[src/rtl/e603_sram_ctrl_pkg.sv]
`default_nettype none
// ============================================================================
// Module   : e603_sram_ctrl_pkg
// Brief    : Shared power-state encoding and credit depth for the SRAM
//            request controller.
// Revision : 1.0 - initial release
// ============================================================================
package e603_sram_ctrl_pkg;

    typedef enum logic [1:0] {
        PWR_ACTIVE = 2'd0,
        PWR_SLEEP  = 2'd1,
        PWR_WAKE   = 2'd2
    } pwr_state_e;

    localparam int unsigned CREDIT_DEPTH = 3;
    localparam int unsigned CREDIT_W     = 2;

    typedef struct packed {
        logic vld;
        logic read;
        logic err;
    } inflight_t;

endpackage
`default_nettype wire

[src/rtl/e603_sram_rsp_fifo.sv]
`default_nettype none
// ============================================================================
// Module   : e603_sram_rsp_fifo
// Brief    : Small circular response FIFO; head is visible combinationally.
// Revision : 1.0 - initial release
// ============================================================================
module e603_sram_rsp_fifo
    import e603_sram_ctrl_pkg::*;
#(
    parameter int unsigned W     = 33,
    parameter int unsigned DEPTH = CREDIT_DEPTH
) (
    input  logic                         clk,
    input  logic                         rst_n,
    input  logic                         push_i,
    input  logic [W-1:0]                 data_i,
    input  logic                         pop_i,
    output logic [W-1:0]                 head_o,
    output logic                         empty_o,
    output logic [$clog2(DEPTH+1)-1:0]   count_o
);

    localparam int unsigned PW   = (DEPTH > 1) ? $clog2(DEPTH) : 1;
    localparam int unsigned CNTW = $clog2(DEPTH + 1);

    logic [W-1:0]    mem_q [DEPTH];
    logic [PW-1:0]   wr_ptr_q;
    logic [PW-1:0]   rd_ptr_q;
    logic [CNTW-1:0] count_q;
    logic [PW-1:0]   wr_ptr_nxt;
    logic [PW-1:0]   rd_ptr_nxt;

    assign wr_ptr_nxt = (wr_ptr_q == PW'(DEPTH - 1)) ? '0 : wr_ptr_q + PW'(1);
    assign rd_ptr_nxt = (rd_ptr_q == PW'(DEPTH - 1)) ? '0 : rd_ptr_q + PW'(1);

    always_ff @(posedge clk) begin
        if (!rst_n) begin
            wr_ptr_q <= '0;
            rd_ptr_q <= '0;
            count_q  <= '0;
        end else begin
            if (push_i) begin
                mem_q[wr_ptr_q] <= data_i;
                wr_ptr_q        <= wr_ptr_nxt;
            end
            if (pop_i) begin
                rd_ptr_q <= rd_ptr_nxt;
            end
            case ({push_i, pop_i})
                2'b10:   count_q <= count_q + CNTW'(1);
                2'b01:   count_q <= count_q - CNTW'(1);
                default: count_q <= count_q;
            endcase
        end
    end

    assign head_o  = mem_q[rd_ptr_q];
    assign empty_o = (count_q == '0);
    assign count_o = count_q;

endmodule
`default_nettype wire

[src/rtl/e603_sram_req_ctrl.sv]
`default_nettype none
// ============================================================================
// Module   : e603_sram_req_ctrl
// Brief    : Credit-based SRAM request/response controller with idle
//            light-sleep power management.
// Revision : 1.0 - initial release
// ============================================================================
module e603_sram_req_ctrl
    import e603_sram_ctrl_pkg::*;
#(
    parameter int unsigned DP       = 512,
    parameter int unsigned DW       = 32,
    parameter int unsigned MW       = 4,
    parameter int unsigned AW       = 32,
    parameter int unsigned IDLE_CYC = 16
) (
    input  logic          clk,
    input  logic          rst_n,
    input  logic          cmd_valid,
    output logic          cmd_ready,
    input  logic          cmd_read,
    input  logic [AW-1:0] cmd_addr,
    input  logic [DW-1:0] cmd_wdata,
    input  logic [MW-1:0] cmd_wmask,
    output logic          rsp_valid,
    input  logic          rsp_ready,
    output logic [DW-1:0] rsp_rdata,
    output logic          rsp_err,
    output logic          ram_cs,
    output logic          ram_we,
    output logic [MW-1:0] ram_wem,
    output logic [AW-1:0] ram_addr,
    output logic [DW-1:0] ram_din,
    input  logic [DW-1:0] ram_dout,
    output logic          ram_ls,
    output logic          ram_ds,
    output logic          ram_sd
);

    localparam int unsigned SHIFT = $clog2(MW);
    localparam int unsigned CW    = (IDLE_CYC > 0) ? $clog2(IDLE_CYC + 1) : 1;
    localparam logic [CW-1:0] IDLE_MAX = CW'(IDLE_CYC);

    pwr_state_e        state_q, state_d;
    logic [CW-1:0]     idle_cnt_q, idle_cnt_d;
    inflight_t         inflight_q, inflight_d;

    logic [AW-1:0]     word_addr;
    logic              in_range;
    logic              cmd_fire;
    logic [CREDIT_W-1:0] credit;
    logic [CREDIT_W-1:0] fifo_count;
    logic              fifo_empty;
    logic [DW:0]       fifo_head;
    logic [DW:0]       fifo_din;
    logic              rsp_pop;

    assign word_addr = cmd_addr >> SHIFT;
    assign in_range  = (word_addr < AW'(DP));

    // Credits cover both buffered responses and the one still waiting on ram_dout.
    assign credit    = fifo_count + CREDIT_W'(inflight_q.vld);
    assign cmd_ready = rst_n && (state_q == PWR_ACTIVE) && (credit != CREDIT_W'(CREDIT_DEPTH));
    assign cmd_fire  = cmd_valid && cmd_ready;

    assign ram_cs   = cmd_fire && in_range;
    assign ram_we   = ram_cs && !cmd_read;
    assign ram_wem  = cmd_wmask;
    assign ram_addr = word_addr;
    assign ram_din  = cmd_wdata;
    assign ram_ls   = rst_n && (state_q == PWR_SLEEP);
    assign ram_ds   = 1'b0;
    assign ram_sd   = 1'b0;

    always_comb begin
        inflight_d      = '0;
        inflight_d.vld  = cmd_fire;
        inflight_d.read = cmd_read;
        inflight_d.err  = !in_range;
    end

    always_ff @(posedge clk) begin
        if (!rst_n) begin
            inflight_q <= '0;
        end else begin
            inflight_q <= inflight_d;
        end
    end

    assign fifo_din = {inflight_q.err,
                       (inflight_q.read && !inflight_q.err) ? ram_dout : {DW{1'b0}}};
    assign rsp_pop  = rsp_valid && rsp_ready;

    e603_sram_rsp_fifo #(
        .W     (DW + 1),
        .DEPTH (CREDIT_DEPTH)
    ) u_rsp_fifo (
        .clk     (clk),
        .rst_n   (rst_n),
        .push_i  (inflight_q.vld),
        .data_i  (fifo_din),
        .pop_i   (rsp_pop),
        .head_o  (fifo_head),
        .empty_o (fifo_empty),
        .count_o (fifo_count)
    );

    assign rsp_valid = rst_n && !fifo_empty;
    assign rsp_rdata = rsp_valid ? fifo_head[DW-1:0] : '0;
    assign rsp_err   = rsp_valid && fifo_head[DW];

    always_ff @(posedge clk) begin
        if (!rst_n) begin
            state_q    <= PWR_ACTIVE;
            idle_cnt_q <= '0;
        end else begin
            state_q    <= state_d;
            idle_cnt_q <= idle_cnt_d;
        end
    end

    always_comb begin
        state_d    = state_q;
        idle_cnt_d = idle_cnt_q;
        case (state_q)
            PWR_ACTIVE: begin
                if (!cmd_fire && (credit == '0)) begin
                    if (idle_cnt_q != IDLE_MAX) begin
                        idle_cnt_d = idle_cnt_q + CW'(1);
                    end
                    if ((IDLE_CYC != 0) && (idle_cnt_d == IDLE_MAX)) begin
                        state_d = PWR_SLEEP;
                    end
                end else begin
                    idle_cnt_d = '0;
                end
            end
            PWR_SLEEP: begin
                if (cmd_valid) begin
                    state_d = PWR_WAKE;
                end
            end
            PWR_WAKE: begin
                state_d    = PWR_ACTIVE;
                idle_cnt_d = '0;
            end
            default: begin
                state_d    = PWR_ACTIVE;
                idle_cnt_d = '0;
            end
        endcase
    end

endmodule
`default_nettype wire

[config.mk]
export PLATFORM = sky130hd
export DESIGN_NAME = e603_sram_req_ctrl
export DESIGN_NICKNAME = d
export VERILOG_FILES = /design/src/rtl/e603_sram_ctrl_pkg.sv /design/src/rtl/e603_sram_rsp_fifo.sv /design/src/rtl/e603_sram_req_ctrl.sv
export SDC_FILE = /design/constraint.sdc
export NUM_CORES = 1
export LEC_CHECK = 0
export ABC_CLOCK_PERIOD_IN_PS = 7200
export CORE_MARGIN = 3
export CORE_UTILIZATION = 44
export CTS_CLUSTER_SIZE = 8
export DETAILED_ROUTE_END_ITERATION = 7
export PLACE_DENSITY = 0.86
export SYNTH_ARGS = -nofsm -noshare
export SYNTH_HDL_FRONTEND = slang
export SYNTH_SLANG_ARGS = --single-unit
[constraint.sdc]
create_clock -name clk -period 7.2 [get_ports clk]
set_clock_uncertainty 0.2 [all_clocks]
set_input_delay 1.44 -clock clk [delete_from_list [all_inputs] [get_ports clk]]
set_output_delay 1.44 -clock clk [all_outputs]
set_load 0.05 [all_outputs]
Word level (Yosys, flattened, before mapping)
Memories as Yosys holds them, arrays and structs flattened. A register that Yosys moved wholly into a read port is not among the register bits.
Cells that the tools add are included.

operators by class
  $lt $le $gt $ge = 1
  $add $sub $neg = 6
  multiplexer cells = 19
  equal/unequal tests = 11
  reductions and logical operators = 21

operators with widths
  kind                                                   number
  two-way mux 32 bit                                     2
  < comparator 30 x 10 -> 1 bit, second input constant   1
  two-way mux 5 bit                                      4
  two-way mux 2 bit                                      7
  logical AND 1 bit                                      11
  one-hot mux 5 bit (2 select lines)                     1
  one-hot mux 2 bit (2 select lines)                     2
  adder 2 x 1 -> 2 bit, second input constant            3
  == test 2 bit, second input constant                   3
  logical NOT 2 bit                                      3
  adder 5 x 1 -> 5 bit, second input constant            1
  == test 5 bit, second input constant                   1
  logical NOT 1 bit                                      5
  inequality test 5 bit, second input constant           1
  == test 2 x 1 -> 1 bit, second input constant          2
  inequality test 2 x 1 -> 1 bit, second input constant  2
  inequality test 2 bit, second input constant           2
  two-way mux 1 bit                                      3
  AND reduction 3 bit                                    1
  adder 2 x 1 -> 2 bit                                   1
  nonzero test 2 bit                                     1
  subtractor 2 x 1 -> 2 bit, second input constant       1

word-level totals
  output and inout bits = 108
  register bits = 16
  RAM bits = 99
  memories kept = 1
  word-level logic and storage cells = 67
  input bits = 105

memory list
  name              words  bits a word  read ports  clocked after memory_dff  write ports  RTL line                  RTL
  u_rsp_fifo.mem_q  3      33           1           1                         1            e603_sram_rsp_fifo.sv:26  logic [W-1:0] mem_q [DEPTH];

Logic depth before layout (Yosys ltp)
Gate-level depths: netlist of run 1.

  depth in word-level cells = 12
  mapped depth = 8
  mapped depth without buffers = 8

Modules after synthesis
A second synthesis of run 1 with hierarchy kept.

unflattened totals
  cells, all modules = 448
  area total of the unflattened synthesis = 5,544.1 um^2

by module, submodules not included
  module              area each (um^2)  cells each  instances  seq. area each (um^2)
  e603_sram_rsp_fifo  3,987.6           242         1          3,133.0
  e603_sram_req_ctrl  1,556.5           206         1          200.2

Worst setup path before layout of run 1
OpenSTA, ideal clock, no wires.

  path type = input to register
  start = input rst_n
  end = memory u_rsp_fifo.mem_q[0][0], enable pin
  stages = 2
  data arrival time = 5,159 ps
  path slack = 1,323 ps
  setup time = 518 ps
  required time = 6,482 ps
  path buffers = 1
  cell sequence = clkbuf_1 -> nor4b_1

between the ends
  word-level cells in the longest chain between the ends = 2

RTL lines
  what                                     RTL line                  RTL
  start, declared                          e603_sram_req_ctrl.sv:18  input logic rst_n,
  two-way mux 1 bit                        e603_sram_rsp_fifo.sv:37  if (!rst_n) begin
  two-way mux 1 bit (not written as such)  e603_sram_rsp_fifo.sv:43  mem_q[wr_ptr_q] <= data_i;
  end, declared                            e603_sram_rsp_fifo.sv:26

Every way passes these cells.

Worst setup path after layout of run 1
  start = input rst_n
  end = output ram_we

between the ends
  word-level cells in the longest chain between the ends = 5

RTL lines
  what                            RTL line                  RTL
  logical AND 1 bit (2 in a row)  e603_sram_req_ctrl.sv:63  assign cmd_ready = rst_n && (state_q == PWR_ACTIVE) && (credit != CREDIT_W'(CREDIT_DEPTH));
  logical AND 1 bit               e603_sram_req_ctrl.sv:64  assign cmd_fire = cmd_valid && cmd_ready;
  logical AND 1 bit               e603_sram_req_ctrl.sv:66  assign ram_cs = cmd_fire && in_range;
  logical AND 1 bit               e603_sram_req_ctrl.sv:67  assign ram_we = ram_cs && !cmd_read;
  end, declared                   e603_sram_req_ctrl.sv:30  output logic ram_we,

Every way passes these cells.

==> out/results.txt, run 1 <==
Worst-path clk slew = 0.05 ns
PwrDens = 273 nW/um^2
clock root buffer = clkbuf_16
Clk Latency, worst-skew pair = 0.41 ns
critical path's largest stage delay = 0.81 ns
drt wl/cell = 16.5 um
top post-synthesis cells by area = edfxtp_1, buf_4, dfxtp_1, mux2i_1, nor2_1
CP bufs+invs = 2
unique cell type count in the Yosys netlist = 42
Setup crit end kind = output port
Mapped Area = 5420 um^2
Max Cap Viol = 0
DRT iter0 DRCs = 152
Max-slew headroom = 21.6%
Core Box Area = 11,700 um^2
antenna violations before repair = 0
Ys Warns = 0
crit share post-route = 81.3%
share of synthesized registers carrying an async set or reset = 0%
NumNets Final = 611
drt total wl = 10,900 um
worst reg-to-reg path cell count = 7
H-tree levels = 4
Setup TNS = 0 ns
internal reg-to-reg setup slack = 4.49 ns
io pins = 213
CP arrival = 4.21 ns
total leakage power = 2.33 nW
Antenna diodes = 0
type of origin of the critical path = input port
setup bufs post-CTS = 0
Filler cells = 968
Die Footprint = 13,700 um^2
synthesis-stage register bit count = 117
slowest CP cell = clkdlybuf4s50_1
Critical Path, Cell by Cell = clkdlybuf4s50_1 -> or3b_4 -> a211o_1 -> nor4_2 -> nor2b_1 -> clkdlybuf4s50_1
r2r endpoint = u_rsp_fifo.count_o[1]
Post-synth EDFFs = 99
CP most frequent cell = clkdlybuf4s50_1
hold_ws = 0.301 ns
TritonCTS clock tree = done
worst-path fanout max = 14
post-synthesis average cell area = 12.0 um^2
Setup violations, final = 0
TritonCTS Buffers = 17
worst vdd ir = 0.123 mV
Final Hold Viols = 0
CTS max path bufs = 2
gr usage total = 16.9%
port buffer count = 116
Slew Limit Fails = 0
post-cts sizing count = 0
kind of critical path = input port to output port
Mapped Cells = 451
WHS Path Cells = 2
Vias per Instance = 5.14
Synth area leader = edfxtp_1
Area Growth Syn to Fin = 25.6%
Synth top area share = 54.9%
Die H = 117 um
Reg area = 3340 um^2
First-pass DRT Iterations = 4
Tightest Pin Transition = 1.18 ns
Primary FF master, synth = edfxtp_1
Hold Buf Count CTS = 0
status = finished clean
Routability Congestion = 0.799
die width = 117 um
Crit path max-delay family = buffers and inverters
Post-DP HPWL = 6930 um
area of the multi-input gates = 1480 um^2
num rows = 39
antenna viol nets, final = 0
clk sinks = 117
total gr overflow = 0
Max Clk Rate = 171 MHz
Reg2Reg Launch Point = u_rsp_fifo.count_o[1]
Hold Path Class = flip-flop to flip-flop
RSZ-0062 raised after global routing = false
initial core utilization = 46.3%
CP required = 5.56 ns
vias in the first global route = 3,517
Pwr Total = 1.85 mW
drt drc = 0
via count = 3,381
first-pass GRT wire length = 17,100 um
hold path endpoint = idle_cnt_q[4]
Seq/Total Area, Yosys = 61.5%
largest net degree at the start of global routing = 67
hold_sp = idle_cnt_q[4]
fin crit period = 5.85 ns
ratio of cells with drive above 1 in the final layout = 8.16%
[routing by layer]
| layer | share of wire (%) | track usage [%] | up-vias |
|---|---|---|---|
| li1 | - | - | 1612 |
| met1 | 39 | 18.3 | 1573 |
| met2 | 50 | 28.7 | 153 |
| met3 | 7.9 | 6.38 | 43 |
| met4 | 3.3 | 9.17 | 0 |
| met5 | 0 | 0 | - |
[state kept, by name, summed over array words and instances (netlist names), named ones only]
name / flops
state_q: 2
inflight_q: 2
idle_cnt_q: 5
u_rsp_fifo.mem_q: 99
u_rsp_fifo.rd_ptr_q: 2
fifo_din: 1
u_rsp_fifo.count_o: 2
u_rsp_fifo.wr_ptr_q: 2
[per-stage QoR]
stage	util [%]	setup WS (ns)	cells	area [um^2]
2_1_floorplan	-	1.32	454	5430
3_3_place_gp	53.0	1.43	626	6210
3_5_place_dp	53.0	1.33	626	6210
4_1_cts	58.1	1.32	658	6800
5_1_grt	58.1	1.21	658	6810
6_report	58.1	1.35	658	6810
[cells by family after synthesis]
family | after synthesis | share of synthesized area, %
adders and majority gates | 4 | 0.924
AOI/OAI and AO/OA | 53 | 5.54
DFF | 117 | 61.5
other | 1 | 0.0692
xor gates and xnor gates | 5 | 0.808
muxes | 35 | 6.49
buffers and inverters | 101 | 11.9
and+or+nand+nor | 135 | 12.7
[worst max path at each step]
| stage | start | endpoint | slack, ns | cells past startpoint |
|---|---|---|---|---|
| 5_1_grt | rst_n | ram_we | 1.21 | 6 |
| 4_1_cts | rst_n | ram_we | 1.32 | 6 |
| 3_3_place_gp | rst_n | ram_we | 1.43 | 6 |
| 3_5_place_dp | rst_n | ram_we | 1.33 | 6 |
| 2_1_floorplan | rst_n | u_rsp_fifo.mem_q[0][0] | 1.32 | 2 |
| 6_report | rst_n | ram_we | 1.35 | 6 |
[layout make-up]
class / count / area share [%]
flip-flops and latches: 117 / 49.0
multi-input cells: 236 / 21.7
repair buffers: 118 / 17.3
clock buffers: 19 / 6.36
well taps: 143 / 2.63
clock inverters: 13 / 2.33
inverters: 12 / 0.662
[report_power, final]
part	internal, mW	leakage (nW)	switching, mW
clock	0.541	0.274	0.291
sequential	0.747	1.01	0.0242
combinational	0.105	1.04	0.147
[cells in the mapped netlist, types with 2 or more instances]
| library cell | n |
|---|---|
| dfxtp_1 | 18 |
| a21boi_0 | 2 |
| buf_4 | 70 |
| ha_1 | 4 |
| nor2_1 | 70 |
| o21ai_0 | 3 |
| mux2i_1 | 34 |
| o31ai_1 | 2 |
| edfxtp_1 | 99 |
| a22o_1 | 2 |
| xnor2_1 | 3 |
| o21ai_1 | 2 |
| xor2_1 | 2 |
| buf_2 | 3 |
| nand3_1 | 4 |
| and2_1 | 35 |
| inv_1 | 12 |
| nand2_1 | 6 |
| a21oi_1 | 36 |
| nor2b_1 | 4 |
| nor4_1 | 5 |
| clkbuf_1 | 15 |
[worst register-to-register path: stages (launching register included)]
cell and delay (ns):
dfxtp_1 0.36, o21ai_4 0.83, inv_1 0.13, nand2_1 0.20, inv_1 0.07, ha_1 0.31, or3_1 0.35, a21boi_0 0.19
[cells in the final DEF (no fill, tap or decap), drive strengths merged, types with 5 or more instances in the layout]
master,Yosys,layout
a21oi,36,36
and2,35,35
clkbuf,15,19
clkdlybuf4s50,0,116
clkinv,0,6
dfxtp,18,18
edfxtp,99,99
inv,12,12
mux2i,34,34
nand2,6,6
nor2,70,70
nor4,7,7
o21ai,5,5
No activity file was read; power rests on OpenSTA's default activity.
==> run 2: changes to the inputs <==
ABC_CLOCK_PERIOD_IN_PS = 5900   (was 7200)
clock period = 5.9 ns   (was 7.2 ns; I/O delays follow)
==> out/results.txt, run 2 (synthesis results as in run 1) <==
Setup crit end kind = output port
Antenna diodes = 0 (unchanged)
Max-slew headroom = 15.8% (-5.8 points)
Worst-path clk slew = 0.05 ns (about the same)
port buffer count = 116 (unchanged)
drt wl/cell = 16.5 um (-0.32%)
critical path's largest stage delay = 0.82 ns (about the same)
largest net degree at the start of global routing = 67 (unchanged)
placed cell areas = 6220 um^2 (+0.12%)
type of origin of the critical path = input port
Hold Buf Count CTS = 0 (unchanged)
internal reg-to-reg setup slack = 3.26 ns (-1.23 ns)
Area Growth Syn to Fin = 26.9%
worst-path fanout max = 14 (unchanged)
Post-DP HPWL = 6940 um (+0.15%)
total gr overflow = 0 (unchanged)
largest registers = u_rsp_fifo.mem_q x99, idle_cnt_q x5
TritonCTS clock tree = done
Placed Instances = 627 (+0.16%)
drt total wl = 10,800 um (-0.17%)
crit path from = rst_n
Tightest Pin Transition = 1.26 ns (+0.0806 ns)
Worst Slack Setup Final = 0.787 ns (-0.560 ns)
antenna viol nets, final = 0 (unchanged)
H-tree levels = 4 (unchanged)
vias in the first global route = 3,517 (unchanged)
Max Cap Viol = 0 (unchanged)
worst vdd ir = 0.159 mV (+29%)
First-pass DRT Iterations = 6 (+2)
final cell count without fillers = 659 (+0.15%)
NumNets Final = 612 (+0.16%)
clock root buffer = clkbuf_16
fin crit period = 5.11 ns
Routability Congestion = 0.780 (-2.3%)
Core Box Area = 11,700 um^2 (unchanged)
commonest non-fill, non-tap cell in the layout = clkdlybuf4s50_1
status = finished clean
Pwr Total = 2.37 mW (+28%)
die width = 117 um (unchanged)
worst setup path endpoint = ram_we
CP required = 4.52 ns (-1.04 ns)
RSZ-0062 raised after global routing = false
post-cts sizing count = 0 (unchanged)
PwrDens = 345 nW/um^2 (+27%)
drt drc = 0 (unchanged)
Final Hold Viols = 0 (unchanged)
CP most frequent cell = clkdlybuf4s50_1
crit share post-route = 86.7%
slowest CP cell = clkdlybuf4s50_1
num rows = 39 (unchanged)
commonest non-fill, non-tap cells in the layout = clkdlybuf4s50_1, edfxtp_1, nor2_1
Filler cells = 927 (-4.2%)
Hold Path Class = flip-flop to flip-flop
final instance area = 6880 um^2 (+1.0%)
first-pass GRT wire length = 16,800 um (-1.8%)
total leakage power = 2.38 nW (+2.2%)
gr usage total = 16.4% (-0.53 points)
Die H = 117 um (unchanged)
Clk Latency, worst-skew pair = 0.40 ns (about the same)
Setup violations, final = 0 (unchanged)
Crit path max-delay family = buffers and inverters
Reg2Reg Launch Point = u_rsp_fifo.count_o[1]
Die Footprint = 13,700 um^2 (unchanged)
ratio of cells with drive above 1 in the final layout = 8.72% (+0.57 points)
CP bufs+invs = 3 (+1)
Critical Path, Cell by Cell = clkdlybuf4s50_1 -> buf_4 -> or3b_4 -> a211o_1 -> nor4_2 -> nor2b_1 -> clkdlybuf4s50_1
antenna violations before repair = 0 (unchanged)
TritonCTS Buffers = 17 (unchanged)
setup bufs post-CTS = 0 (unchanged)
Largest Register = u_rsp_fifo.mem_q
CTS max path bufs = 2 (unchanged)
Largest register FFs = 99 (unchanged)
hold_sp = fifo_din[32]
DRT iter0 DRCs = 132 (-13%)
io pins = 213 (unchanged)
worst reg-to-reg path cell count = 7 (unchanged)
Max Clk Rate = 196 MHz
kind of critical path = input port to output port
Vias per Instance = 5.07 (-1.3%)
via count = 3,341 (-1.2%)
Slew Limit Fails = 0 (unchanged)
CP arrival = 3.73 ns (-0.48 ns)
Setup TNS = 0 ns (unchanged)
Levels on crit path = 7 (+1)
initial core utilization = 46.3% (unchanged)
clk sinks = 117 (unchanged)
r2r endpoint = u_rsp_fifo.count_o[1]
Setup WS pre-CTS = 0.775 ns (-0.556 ns)
## run 2: per-layer routing
layer  GRT usage [%]  up-vias  part of all wire (%)
met3            5.81       35                   7.1
met1            17.9     1563                    40
li1                -     1604                     -
met5               0        -                     0
met4            8.03        0                   2.6
met2            28.3      139                    50
## run 2: worst min path at each step
stage                                         end  slack, ns  cells past startpoint
final                     u_rsp_fifo.mem_q[2][32]       0.30                      0
after global routing      u_rsp_fifo.mem_q[2][32]       0.31                      0
after CTS                               flip-flop       0.30                      1
after detailed placement                flip-flop       0.28                      1
after global placement                  flip-flop       0.26                      1
after floorplan           u_rsp_fifo.mem_q[0][32]       0.24                      0
## run 2: power by group
part	switching, mW	total, mW	internal, mW
Clock	0.332	1.12	0.792
Combinational	0.180	0.307	0.128
Sequential	0.0291	0.941	0.912
Total	0.541	2.37	1.83
## run 2: final cells by class
class / count / area, um^2 / area share [%]
clock buffer: 23 / 488 / 7.09
sequential: 117 / 3340 / 48.5
tap: 143 / 179 / 2.60
inverter: 12 / 45.0 / 0.655
timing repair buffer: 119 / 1180 / 17.2
clock inverter: 9 / 173 / 2.51
multi-input combinational: 236 / 1470 / 21.4
## run 2: stage by stage
stage	utilization (%)	hold WS, ns
after floorplan	-	0.244
after global placement	53.1	0.264
after detailed placement	53.1	0.284
after CTS	58.7	0.300
after global routing	58.7	0.308
final	58.7	0.296
## run 2: worst reg2reg max path, cell delays in order, from the launching register on
cell      delay, ns
dfxtp_1        0.36
o21ai_4        0.79
inv_1          0.13
nand2_1        0.19
inv_1          0.06
ha_1           0.31
or3_1          0.35
a21boi_0       0.17
